===== src/rtl/coproc_pkg.sv =====
// Shared definitions for the AXI Stream coprocessor blocks: FSM state
// encoding and the stream data width.
package coproc_pkg;

   localparam int AXIS_DATA_WIDTH = 32;

   localparam logic [2:0] ST_IDLE_OH   = 3'b001;
   localparam logic [2:0] ST_STREAM_OH = 3'b010;
   localparam logic [2:0] ST_DONE_OH   = 3'b100;

   typedef enum logic [2:0] {
      S_IDLE   = ST_IDLE_OH,
      S_STREAM = ST_STREAM_OH,
      S_DONE   = ST_DONE_OH
   } state_e;

endpackage


===== src/rtl/res_stream_out_if.sv =====
// AXI4-Stream master/slave bundle used by the coprocessor output path.
interface res_stream_out_if;
   import coproc_pkg::*;

   logic                       M_AXIS_TVALID;
   logic                       M_AXIS_TREADY;
   logic [AXIS_DATA_WIDTH-1:0] M_AXIS_TDATA;
   logic                       M_AXIS_TLAST;

   modport master (
      output M_AXIS_TVALID,
      output M_AXIS_TDATA,
      output M_AXIS_TLAST,
      input  M_AXIS_TREADY
   );

   modport slave (
      input  M_AXIS_TVALID,
      input  M_AXIS_TDATA,
      input  M_AXIS_TLAST,
      output M_AXIS_TREADY
   );

endinterface


===== src/rtl/res_skid_fifo.sv =====
// Two-entry synchronous FIFO absorbing the one-cycle RAM read latency
// so the stream can stall without losing or repeating a word.
module res_skid_fifo #(
   parameter int width = 8
) (
   input  logic             clk,
   input  logic             Reset,
   input  logic             push,
   input  logic             pop,
   input  logic [width-1:0] din,
   output logic [width-1:0] dout,
   output logic [1:0]       count
);

   logic [width-1:0] mem_q [0:1];
   logic [width-1:0] mem_d [0:1];
   logic             wr_ptr_q, wr_ptr_d;
   logic             rd_ptr_q, rd_ptr_d;
   logic [1:0]       count_q, count_d;
   logic             pop_ok;

   assign pop_ok = pop && (count_q != 2'd0);

   always_comb begin
      mem_d    = mem_q;
      wr_ptr_d = wr_ptr_q;
      rd_ptr_d = rd_ptr_q;
      count_d  = count_q;
      if (push) begin
         mem_d[wr_ptr_q] = din;
         wr_ptr_d        = ~wr_ptr_q;
      end
      if (pop_ok) begin
         rd_ptr_d = ~rd_ptr_q;
      end
      case ({push, pop_ok})
         2'b10:   count_d = count_q + 2'd1;
         2'b01:   count_d = count_q - 2'd1;
         default: count_d = count_q;
      endcase
   end

   always_ff @(posedge clk) begin
      if (Reset) begin
         wr_ptr_q <= 1'b0;
         rd_ptr_q <= 1'b0;
         count_q  <= 2'd0;
      end else begin
         wr_ptr_q <= wr_ptr_d;
         rd_ptr_q <= rd_ptr_d;
         count_q  <= count_d;
      end
   end

   // Storage carries no reset; an empty FIFO presents zero on dout instead.
   always_ff @(posedge clk) begin
      mem_q <= mem_d;
   end

   assign dout  = (count_q != 2'd0) ? mem_q[rd_ptr_q] : '0;
   assign count = count_q;

endmodule


===== src/rtl/res_stream_out.sv =====
// Reads a frame of result words from RES_RAM and streams them out over
// AXI4-Stream, with TLAST on the final beat and a Done pulse afterwards.
module res_stream_out
   import coproc_pkg::*;
#(
   parameter int width                  = 8,
   parameter int RES_depth_bits         = 6,
   parameter int NUMBER_OF_OUTPUT_WORDS = 64
) (
   input  logic                      clk,
   input  logic                      Reset,
   input  logic                      Start,
   output logic                      Done,
   output logic                      RES_read_en,
   output logic [RES_depth_bits-1:0] RES_read_address,
   input  logic [width-1:0]          RES_read_data_out,
   res_stream_out_if.master          m_axis
);

   localparam logic [RES_depth_bits-1:0] LAST_IDX =
      RES_depth_bits'(NUMBER_OF_OUTPUT_WORDS - 1);

   state_e                    state_q, state_d;
   logic [RES_depth_bits-1:0] addr_q, addr_d;
   logic [RES_depth_bits-1:0] beat_q, beat_d;
   logic                      issue_done_q, issue_done_d;
   logic                      inflight_q, inflight_d;

   logic                      read_en;
   logic                      done;
   logic                      tvalid;
   logic                      tlast;
   logic                      pop;
   logic [width-1:0]          fifo_dout;
   logic [1:0]                fifo_count;
   logic [2:0]                occ_after;

   res_skid_fifo #(
      .width (width)
   ) u_fifo (
      .clk   (clk),
      .Reset (Reset),
      .push  (inflight_q),
      .pop   (pop),
      .din   (RES_read_data_out),
      .dout  (fifo_dout),
      .count (fifo_count)
   );

   assign tvalid = (fifo_count != 2'd0);
   assign tlast  = tvalid && (beat_q == LAST_IDX);
   assign pop    = tvalid && m_axis.M_AXIS_TREADY;

   // Words already owed to the buffer after this cycle's pop; the read
   // landing next cycle must still fit, so buffered + in flight stays <= 2.
   assign occ_after = {1'b0, fifo_count} - {2'b00, pop} + {2'b00, inflight_q};

   always_comb begin
      state_d      = state_q;
      addr_d       = addr_q;
      beat_d       = beat_q;
      issue_done_d = issue_done_q;
      read_en      = 1'b0;
      done         = 1'b0;
      case (state_q)
         S_IDLE: begin
            addr_d       = '0;
            beat_d       = '0;
            issue_done_d = 1'b0;
            if (Start) state_d = S_STREAM;
         end
         S_STREAM: begin
            if (!issue_done_q && (occ_after < 3'd2)) begin
               read_en = 1'b1;
               if (addr_q == LAST_IDX) issue_done_d = 1'b1;
               else                    addr_d       = addr_q + 1'b1;
            end
            if (pop) begin
               if (tlast) state_d = S_DONE;
               else       beat_d  = beat_q + 1'b1;
            end
         end
         S_DONE: begin
            done    = 1'b1;
            state_d = S_IDLE;
         end
         default: state_d = S_IDLE;
      endcase
      inflight_d = read_en;
   end

   always_ff @(posedge clk) begin
      if (Reset) begin
         state_q      <= S_IDLE;
         addr_q       <= '0;
         beat_q       <= '0;
         issue_done_q <= 1'b0;
         inflight_q   <= 1'b0;
      end else begin
         state_q      <= state_d;
         addr_q       <= addr_d;
         beat_q       <= beat_d;
         issue_done_q <= issue_done_d;
         inflight_q   <= inflight_d;
      end
   end

   assign Done                 = done;
   assign RES_read_en          = read_en;
   assign RES_read_address     = addr_q;
   assign m_axis.M_AXIS_TVALID = tvalid;
   assign m_axis.M_AXIS_TLAST  = tlast;
   assign m_axis.M_AXIS_TDATA  = AXIS_DATA_WIDTH'(fifo_dout);

endmodule


===== src/flat_wrapper.sv =====
// flat-port wrapper written by rule: the top's interface ports become plain ports
module res_stream_out_flat import coproc_pkg::*;
#(
   parameter int width                  = 8,
   parameter int RES_depth_bits         = 6,
   parameter int NUMBER_OF_OUTPUT_WORDS = 64
)
  (clk, Reset, Start, Done, RES_read_en, RES_read_address, RES_read_data_out, m_axis_M_AXIS_TVALID, m_axis_M_AXIS_TDATA, m_axis_M_AXIS_TLAST, m_axis_M_AXIS_TREADY);
  res_stream_out_if m_axis_i ();
  input  logic clk;
  input  logic Reset;
  input  logic Start;
  output logic Done;
  output logic RES_read_en;
  output logic [RES_depth_bits-1:0] RES_read_address;
  input  logic [width-1:0] RES_read_data_out;
  output wire logic [$bits(m_axis_i.M_AXIS_TVALID)-1:0] m_axis_M_AXIS_TVALID;
  output wire logic [$bits(m_axis_i.M_AXIS_TDATA)-1:0] m_axis_M_AXIS_TDATA;
  output wire logic [$bits(m_axis_i.M_AXIS_TLAST)-1:0] m_axis_M_AXIS_TLAST;
  input wire logic [$bits(m_axis_i.M_AXIS_TREADY)-1:0] m_axis_M_AXIS_TREADY;
  assign m_axis_M_AXIS_TVALID = m_axis_i.M_AXIS_TVALID;
  assign m_axis_M_AXIS_TDATA = m_axis_i.M_AXIS_TDATA;
  assign m_axis_M_AXIS_TLAST = m_axis_i.M_AXIS_TLAST;
  assign m_axis_i.M_AXIS_TREADY = m_axis_M_AXIS_TREADY;
  res_stream_out #(.width(width), .RES_depth_bits(RES_depth_bits), .NUMBER_OF_OUTPUT_WORDS(NUMBER_OF_OUTPUT_WORDS)) u_core (.clk(clk), .Reset(Reset), .Start(Start), .Done(Done), .RES_read_en(RES_read_en), .RES_read_address(RES_read_address), .RES_read_data_out(RES_read_data_out), .m_axis(m_axis_i));
endmodule

===== config.mk =====
export PLATFORM = sky130hd
export DESIGN_NAME = res_stream_out_flat
export DESIGN_NICKNAME = d
export VERILOG_FILES = /design/src/rtl/coproc_pkg.sv /design/src/rtl/res_stream_out_if.sv /design/src/rtl/res_skid_fifo.sv /design/src/rtl/res_stream_out.sv /design/src/flat_wrapper.sv
export SDC_FILE = /design/constraint.sdc
export NUM_CORES = 1
export LEC_CHECK = 0
export ABC_AREA = 1
export CAP_MARGIN = 20
export CELL_PAD_IN_SITES_DETAIL_PLACEMENT = 0
export CELL_PAD_IN_SITES_GLOBAL_PLACEMENT = 1
export CORE_ASPECT_RATIO = 1.25
export CORE_MARGIN = 4
export CORE_UTILIZATION = 38
export DETAILED_ROUTE_END_ITERATION = 12
export PLACE_DENSITY = 0.82
export RECOVER_POWER = 25
export SLEW_MARGIN = 20
export SYNTH_ARGS = -nofsm -noshare
export SYNTH_HDL_FRONTEND = slang
export SYNTH_HIERARCHICAL = 1
export SYNTH_SLANG_ARGS = --single-unit

===== constraint.sdc =====
create_clock -name clk -period 5.2 [get_ports clk]
set_input_delay 1.04 -clock clk [delete_from_list [all_inputs] [get_ports clk]]
set_output_delay 1.04 -clock clk [all_outputs]
set_load 0.02 [all_outputs]

==> impl_metrics.prom <==
# TYPE chip_impl_metric gauge
chip_impl_metric{name="clock_tree.htree_level_count",unit=""} 2
chip_impl_metric{name="clk_latency",unit="ns"} 0.28
chip_impl_metric{name="overall_power_after_layout",unit="mW"} 0.7800
chip_impl_metric{name="synth_top_area_share",unit="%"} 22.65
chip_impl_info{name="criticalPathCategory",value="primary input to output port"} 1
chip_impl_metric{name="finalWorstSetupSlack",unit="ns"} 0.6167
chip_impl_metric{name="layout_worst_path_cycle_share",unit="%"} 88.14
chip_impl_metric{name="synth_compound_gate_area_share",unit="%"} 6.608
chip_impl_metric{name="worst_slack_at_placement",unit="ns"} 0.5939
chip_impl_metric{name="async_reset_ff_share",unit="%"} 0
chip_impl_metric{name="syn-cell-area",unit="um2"} 2121
chip_impl_metric{name="worst_setup_hold_path_clk_slew",unit="ns"} 0.07
chip_impl_metric{name="clockPowerShare",unit="%"} 31.6
chip_impl_info{name="worstSetupEndpointType",value="output port"} 1
chip_impl_metric{name="grt_start_max_net_pins",unit=""} 14
chip_impl_metric{name="die_h",unit="um"} 91.53
chip_impl_metric{name="final_nets",unit=""} 313
chip_impl_metric{name="share_of_synthesized_cell_area_in_and_or_nand_and_nor_gates",unit="%"} 31.33
chip_impl_metric{name="timing.max_cap.violations",unit=""} 0
chip_impl_info{name="synth_flop_cell",value="sky130_fd_sc_hd__dfxtp_1"} 1
chip_impl_metric{name="grt_pass1_vias",unit=""} 1475
chip_impl_metric{name="required_time_at_the_endpoint_of_the_critical_path",unit="ns"} 4.16
chip_impl_metric{name="yosys.area_share.xor_xnor",unit="%"} 0
chip_impl_metric{name="post_cts_buffers",unit=""} 0
chip_impl_metric{name="pwr-share-seq",unit="%"} 43.0
chip_impl_metric{name="drt-pass1-iter-count",unit=""} 4
chip_impl_metric{name="fin_area",unit="um2"} 2485
chip_impl_metric{name="internal_power",unit="mW"} 0.5328
chip_impl_metric{name="dr.first_iter.drc_count",unit=""} 97
chip_impl_metric{name="cp.arrival",unit="ns"} 3.54
chip_impl_metric{name="drv_slew",unit=""} 0
chip_impl_metric{name="buffer_ports.inserted",unit=""} 29
chip_impl_metric{name="layout.cells.non_filler",unit=""} 362
chip_impl_metric{name="floorplan.initialDensity",unit="%"} 39.24
chip_impl_metric{name="hold-path-cell-count",unit=""} 2
chip_impl_metric{name="finalHoldViolCount",unit=""} 0
chip_impl_metric{name="count_of_standard_cell_rows",unit=""} 30
chip_impl_metric{name="ir_drop",unit="uV"} 149.0
chip_impl_metric{name="post_synth.cell_area_avg",unit="um2"} 8.003
chip_impl_info{name="synthMostInstantiatedCell",value="sky130_fd_sc_hd__nand2_1"} 1
chip_impl_metric{name="grt_antenna_before_repair",unit=""} 0
chip_impl_metric{name="setup_violations",unit=""} 0
chip_impl_metric{name="synth.lib_cells_used.distinct",unit=""} 30
chip_impl_metric{name="floorplan.die_area",unit="um2"} 6848
chip_impl_metric{name="fin_crit",unit="ns"} 4.583
chip_impl_info{name="type_of_the_tightest_min_delay_check",value="flip-flop to flip-flop"} 1
chip_impl_metric{name="grt.overflow.total",unit=""} 0
chip_impl_info{name="cp-start-kind",value="primary input"} 1
chip_impl_metric{name="routed_via_density",unit=""} 4.475
chip_impl_metric{name="cts-root-to-sink-buffers",unit=""} 2
chip_impl_metric{name="area.growth.synth_to_final",unit="%"} 17.17
chip_impl_info{name="synth.cells.most_frequent",value="sky130_fd_sc_hd__nand2_1 (59), sky130_fd_sc_hd__inv_1 (35), sky130_fd_sc_hd__nor2_1 (30), sky130_fd_sc_hd__buf_4 (25), sky130_fd_sc_hd__dfxtp_1 (21)"} 1
chip_impl_metric{name="ys_ff_latch",unit=""} 37
chip_impl_metric{name="crit_fanout",unit=""} 3
chip_impl_metric{name="die_w",unit="um"} 74.82
chip_impl_metric{name="p_switching",unit="mW"} 0.2472
chip_impl_metric{name="synth_cells",unit=""} 265
chip_impl_metric{name="place_inst",unit=""} 354
chip_impl_metric{name="floorplan.core_area",unit="um2"} 5405
chip_impl_metric{name="post_synth_mux_area_share",unit="%"} 0
chip_impl_info{name="rsz0062_at_grt",value="false"} 1
chip_impl_metric{name="synth_enable_flop_cells",unit=""} 16
chip_impl_metric{name="gp_congestion",unit=""} 0.7236
chip_impl_metric{name="slew-limit-headroom",unit="%"} 55.25
chip_impl_metric{name="grt_first_pass_wirelength",unit="um"} 6492
chip_impl_metric{name="fmaxAchievable",unit="GHz"} 0.2182
chip_impl_metric{name="total_of_warnings_raised_by_yosys",unit=""} 6
chip_impl_metric{name="drive_above_1_share",unit="%"} 11.41
chip_impl_info{name="synth_top_family_by_area",value="simple AND/OR/NAND/NOR gates"} 1
chip_impl_metric{name="grt_usage",unit="%"} 11.91
chip_impl_metric{name="reg2reg_setup_slack",unit="ns"} 2.78
chip_impl_metric{name="io-pin-count",unit=""} 54
chip_impl_metric{name="finalWirelength",unit="um"} 3941
chip_impl_info{name="outcome",value="complete, no violations"} 1
chip_impl_metric{name="power_density",unit="nW/um2"} 313.9
chip_impl_metric{name="worst-r2r-cell-count",unit=""} 15
chip_impl_metric{name="routedWlPerCell",unit="um"} 10.89
chip_impl_metric{name="worstMarginPinSlew",unit="ns"} 0.6688
chip_impl_metric{name="cellLeakagePower",unit="nW"} 1.036
chip_impl_metric{name="finalClockSkew",unit="ns"} 0.005033
chip_impl_metric{name="fin_setup_tns",unit="ns"} 0
chip_impl_metric{name="switching_share",unit="%"} 31.69
chip_impl_metric{name="power.combinational.fraction",unit="%"} 25.3
chip_impl_info{name="tritoncts_clock_tree",value="done"} 1
chip_impl_metric{name="placedInstanceArea",unit="um2"} 2370
chip_impl_metric{name="number_of_clock_sinks_seen_by_cts",unit=""} 37
chip_impl_metric{name="cts_resized",unit=""} 0
chip_impl_metric{name="drc",unit=""} 0
chip_impl_metric{name="dp.final_hpwl",unit="um"} 3025
chip_impl_metric{name="synth-adder-area-share",unit="%"} 2.714
chip_impl_info{name="synthTopCellsByArea",value="sky130_fd_sc_hd__edfxtp_1 (23%), sky130_fd_sc_hd__dfxtp_1 (20%), sky130_fd_sc_hd__nand2_1 (10%), sky130_fd_sc_hd__buf_4 (8.8%), sky130_fd_sc_hd__inv_1 (6.2%)"} 1
chip_impl_metric{name="num_antenna_cells",unit=""} 0
chip_impl_metric{name="synth_sequential_area_ratio",unit="%"} 42.48
chip_impl_metric{name="cts-buffers-inserted",unit=""} 5
chip_impl_info{name="clock_root_buffer",value="sky130_fd_sc_hd__clkbuf_8"} 1
chip_impl_metric{name="detailroute.via_count",unit=""} 1620
chip_impl_info{name="post-synth-top-area-cell",value="sky130_fd_sc_hd__edfxtp_1"} 1
chip_impl_metric{name="cts_hold_repair.buffers",unit=""} 0
chip_impl_metric{name="antenna_violating_nets_post_route",unit=""} 0
power by group through the flow:
stage	Sequential (mW)	Clock, mW	Combinational [mW]
2_1_floorplan	0.342	0	0.167
5_1_grt	0.337	0.266	0.221
3_5_place_dp	0.342	0	0.199
3_3_place_gp	0.341	0	0.198
6_report	0.336	0.247	0.198
4_1_cts	0.335	0.255	0.201
flip-flops by register name (all words and copies together), names as in the netlist:
register                 flops
u_core/u_fifo/count          2
u_core/inflight_q            1
u_core/u_fifo/mem_q         16
u_core/u_fifo/rd_ptr_q       1
u_core/RES_read_address      6
u_core/u_fifo/wr_ptr_q       1
u_core/beat_q                6
u_core/state_q               3
u_core/issue_done_q          1
worst max-delay path, cell delays in order:
cell	delay [ns]
sky130_fd_sc_hd__clkdlybuf4s50_1	0.49
sky130_fd_sc_hd__nand2_1	0.11
sky130_fd_sc_hd__inv_1	0.09
sky130_fd_sc_hd__nand2_1	0.06
sky130_fd_sc_hd__o21ai_0	0.07
sky130_fd_sc_hd__nand2_1	0.09
sky130_fd_sc_hd__fa_1	0.48
sky130_fd_sc_hd__inv_1	0.04
sky130_fd_sc_hd__nor2_1	0.07
sky130_fd_sc_hd__nand3_1	0.16
sky130_fd_sc_hd__nor2_1	0.21
sky130_fd_sc_hd__clkdlybuf4s50_1	0.64
layer usage:
metal | track usage, % | wire (um)
met1 | 14.02 | 1553
met2 | 20.49 | 2166
met3 | 2.547 | 182
met4 | 4.451 | 38
met5 | 0 | 0
worst paths after layout:
| check | start | end |
|---|---|---|
| hold / removal | u_core/issue_done_q | u_core/issue_done_q |
| hold reg to reg | u_core/issue_done_q | u_core/issue_done_q |
| setup reg to reg | u_core/u_fifo/count[1] | u_core/RES_read_address[4] |
| setup / recovery | m_axis_M_AXIS_TREADY | RES_read_en |
layout make-up:
| cell class | count | area (um2) |
|---|---|---|
| timing repair buffer | 29 | 290.3 |
| fill | 542 | 2920 |
| tap | 64 | 80.08 |
| sequential | 37 | 900.9 |
| multi-input combinational | 185 | 952.2 |
| clock buffer | 5 | 68.82 |
| clock inverter | 3 | 46.29 |
| inverter | 39 | 146.4 |
through the flow:
stage                     utilization [%]  hold slack, ns
after floorplan                         -          0.4457
after global placement              43.84          0.4634
after detailed placement            43.84          0.4683
after CTS                           45.97          0.4816
after global routing                45.97          0.5170
final                               45.97          0.4843
logic make-up (layout without fill, tap and decap cells):
family	count (synthesis)	in the layout
simple gates	131	131
buf+inv	66	76
flops	37	37
compound gates	26	26
fa+ha+maj	4	4
other cells	1	24
placed cells by master (no fill, tap or decap), types with 2 or more instances in the layout:
cell                              instances
sky130_fd_sc_hd__a21oi_1                 18
sky130_fd_sc_hd__clkbuf_8                 5
sky130_fd_sc_hd__clkdlybuf4s50_1         24
sky130_fd_sc_hd__conb_1                  24
sky130_fd_sc_hd__dfxtp_1                 21
sky130_fd_sc_hd__dlygate4sd3_1            5
sky130_fd_sc_hd__edfxtp_1                16
sky130_fd_sc_hd__ha_1                     3
sky130_fd_sc_hd__inv_1                   35
sky130_fd_sc_hd__inv_2                    3
sky130_fd_sc_hd__nand2_1                 59
sky130_fd_sc_hd__nand2_2                  6
sky130_fd_sc_hd__nand2_4                  2
sky130_fd_sc_hd__nand2_8                  2
sky130_fd_sc_hd__nand3_1                  9
sky130_fd_sc_hd__nand3_2                  4
sky130_fd_sc_hd__nand4_1                  7
sky130_fd_sc_hd__nor2_1                  30
sky130_fd_sc_hd__nor2_2                   2
sky130_fd_sc_hd__nor2_4                   3
sky130_fd_sc_hd__nor3_1                   5
sky130_fd_sc_hd__o21ai_0                  3
sky130_fd_sc_hd__o21ai_1                  2
Note: power is estimated with default switching activity, not from simulation.
==> variant: new RTL, same settings <==
Change the package constant `AXIS_DATA_WIDTH` from 32 to 48.
--- a/src/rtl/coproc_pkg.sv
+++ b/src/rtl/coproc_pkg.sv
@@ -4,3 +4,3 @@
 
-   localparam int AXIS_DATA_WIDTH = 32;
+   localparam int AXIS_DATA_WIDTH = 48;
 
Interface: changed (resized m_axis_M_AXIS_TDATA); port bits go from 54 to 70. The function was not compared with the original's and may differ.
==> variant against the original RTL <==
- area after synthesis increased by 5.7%
- power rose by 2.2%
- sequential cell count stayed put
- sequential share of layout area decreased by 0.89 points
- clock skew is essentially flat
- cell count increased by 5.0%
- synthesized cell count increased by 6.0%
- clock power increased by 3%
- combinational power grew 5%
- wire length up 2.7%
- design area grew 2.5%
- setup slack better by 0.011 ns
- critical path depth stayed put
- critical path type unchanged
==> variant: results (changes against the original RTL) <==
metric	value	unit	change
port_buffers	29		unchanged
worst_ep_arrival_time	3.53	ns	about the same
p_leak	0.001087	uW	+5.0%
result_of_the_run	complete, no violations		
layout.cells.non_filler	380		+5.0%
final_layout_size_suffix_gt1_share	10.83	%	-0.58 points
drt-pass1-iter-count	4		unchanged
final.period_utilization	87.94	%	-0.20 points
timing.critical_path.fanout_max	3		unchanged
largest-register	u_core/u_fifo/mem_q		
grt_antenna_before_repair	0		unchanged
rrSetupSlack	2.82	ns	+0.04 ns
syn_inst	281		+6.0%
final.setup_skew	0.005167	ns	+0.0001335 ns
worst_hold_startpoint	u_core/issue_done_q		
grt_pass1_vias	1532		+3.9%
routed_wire_length_per_instance	10.65	um	-2.2%
vdd.ir_drop.worst	0.1554	mV	+4.2%
dpl-instance-area	2432	um^2	+2.6%
synthesis.yosys.warnings	6		unchanged
dpl_worst_slack	0.6130	ns	+0.01904 ns
yosys-top-cells-count	sky130_fd_sc_hd__nand2_1 (59), sky130_fd_sc_hd__buf_4 (41), sky130_fd_sc_hd__inv_1 (35)		
grtUsageTotal	11.50	%	-0.41 points
synth_edf_count	16		unchanged
nets	329		+5.1%
detailedRoute.firstIterationViolations	80		-18%
place.detailed.instances	372		+5.1%
num-fill-cells	600		+11%
crit_path_start	m_axis_M_AXIS_TREADY		
dp_hpwl	3086	um	+2.0%
synth-main-ff-cell	sky130_fd_sc_hd__dfxtp_1		
worstMarginPinSlew	0.6444	ns	-0.02435 ns
synth.yosys.seq_area_share	40.20	%	-2.3 points
top_cells_by_area_synth	sky130_fd_sc_hd__edfxtp_1 (21%), sky130_fd_sc_hd__dfxtp_1 (19%), sky130_fd_sc_hd__buf_4 (14%)		
largest_register_ff_count	16		unchanged
via_count	1666		+2.8%
wire_length_of_the_first_global_routing_pass	6665	um	+2.7%
final_weighted_congestion_of_routability_driven_global_placement	0.7561		+4.5%
clkTransAtPathRegs	0.08	ns	
largest_net_degree_at_the_start_of_global_routing	14		unchanged
variant: cell types whose count changed after synthesis:
cell / before / now
sky130_fd_sc_hd__buf_4: 25 / 41
variant: cells by family after synthesis:
family / Yosys count / synth area share, %
simple gates: 131 / 29.65
buf+inv: 82 / 21.16
flops: 37 / 40.20
compound gates: 26 / 6.254
fa+ha+maj: 4 / 2.569
other cells: 1 / 0.1673
variant: worst paths after layout:
kind                                endpoint  cells past startpoint
setup / recovery                 RES_read_en                     12
hold / removal           u_core/issue_done_q                      2
setup reg to reg  u_core/RES_read_address[3]                     15
hold reg to reg          u_core/issue_done_q                      2
variant: layer usage:
layer	wire length, um	global-route usage, %
met5	0	0
met4	65	4.532
met3	211	3.551
met2	2031	20.86
met1	1738	12.40
variant: cell type report:
type	count	area share, %
timing repair buffer	29	11.39
tap	66	3.242
multi-input combinational	201	39.73
inverter	39	5.747
sequential	37	35.36
clock inverter	3	1.817
clock buffer	5	2.701
variant: where the power goes:
| part | leakage (uW) | internal [uW] | total, uW | switching, uW |
|---|---|---|---|---|
| Combinational | 0.000719 | 67.8 | 207 | 139 |
| Sequential | 0.000315 | 321 | 335 | 13.5 |
| Clock | 0.0000543 | 144 | 255 | 111 |
variant: stage by stage:
step / util (%) / hold WS (ns)
after floorplan: - / 0.4457
after global placement: 42.09 / 0.4629
after detailed placement: 42.09 / 0.4634
after CTS: 44.08 / 0.4761
after global routing: 44.08 / 0.4995
final: 44.08 / 0.4768
variant: critical path, stage by stage:
cell	delay, ns
sky130_fd_sc_hd__clkdlybuf4s50_1	0.49
sky130_fd_sc_hd__nand2_1	0.11
sky130_fd_sc_hd__inv_1	0.09
sky130_fd_sc_hd__nand2_1	0.06
sky130_fd_sc_hd__o21ai_0	0.07
sky130_fd_sc_hd__nand2_1	0.08
sky130_fd_sc_hd__fa_1	0.48
sky130_fd_sc_hd__inv_1	0.04
sky130_fd_sc_hd__nor2_1	0.07
sky130_fd_sc_hd__nand3_1	0.15
sky130_fd_sc_hd__nor2_1	0.21
sky130_fd_sc_hd__clkdlybuf4s50_1	0.64
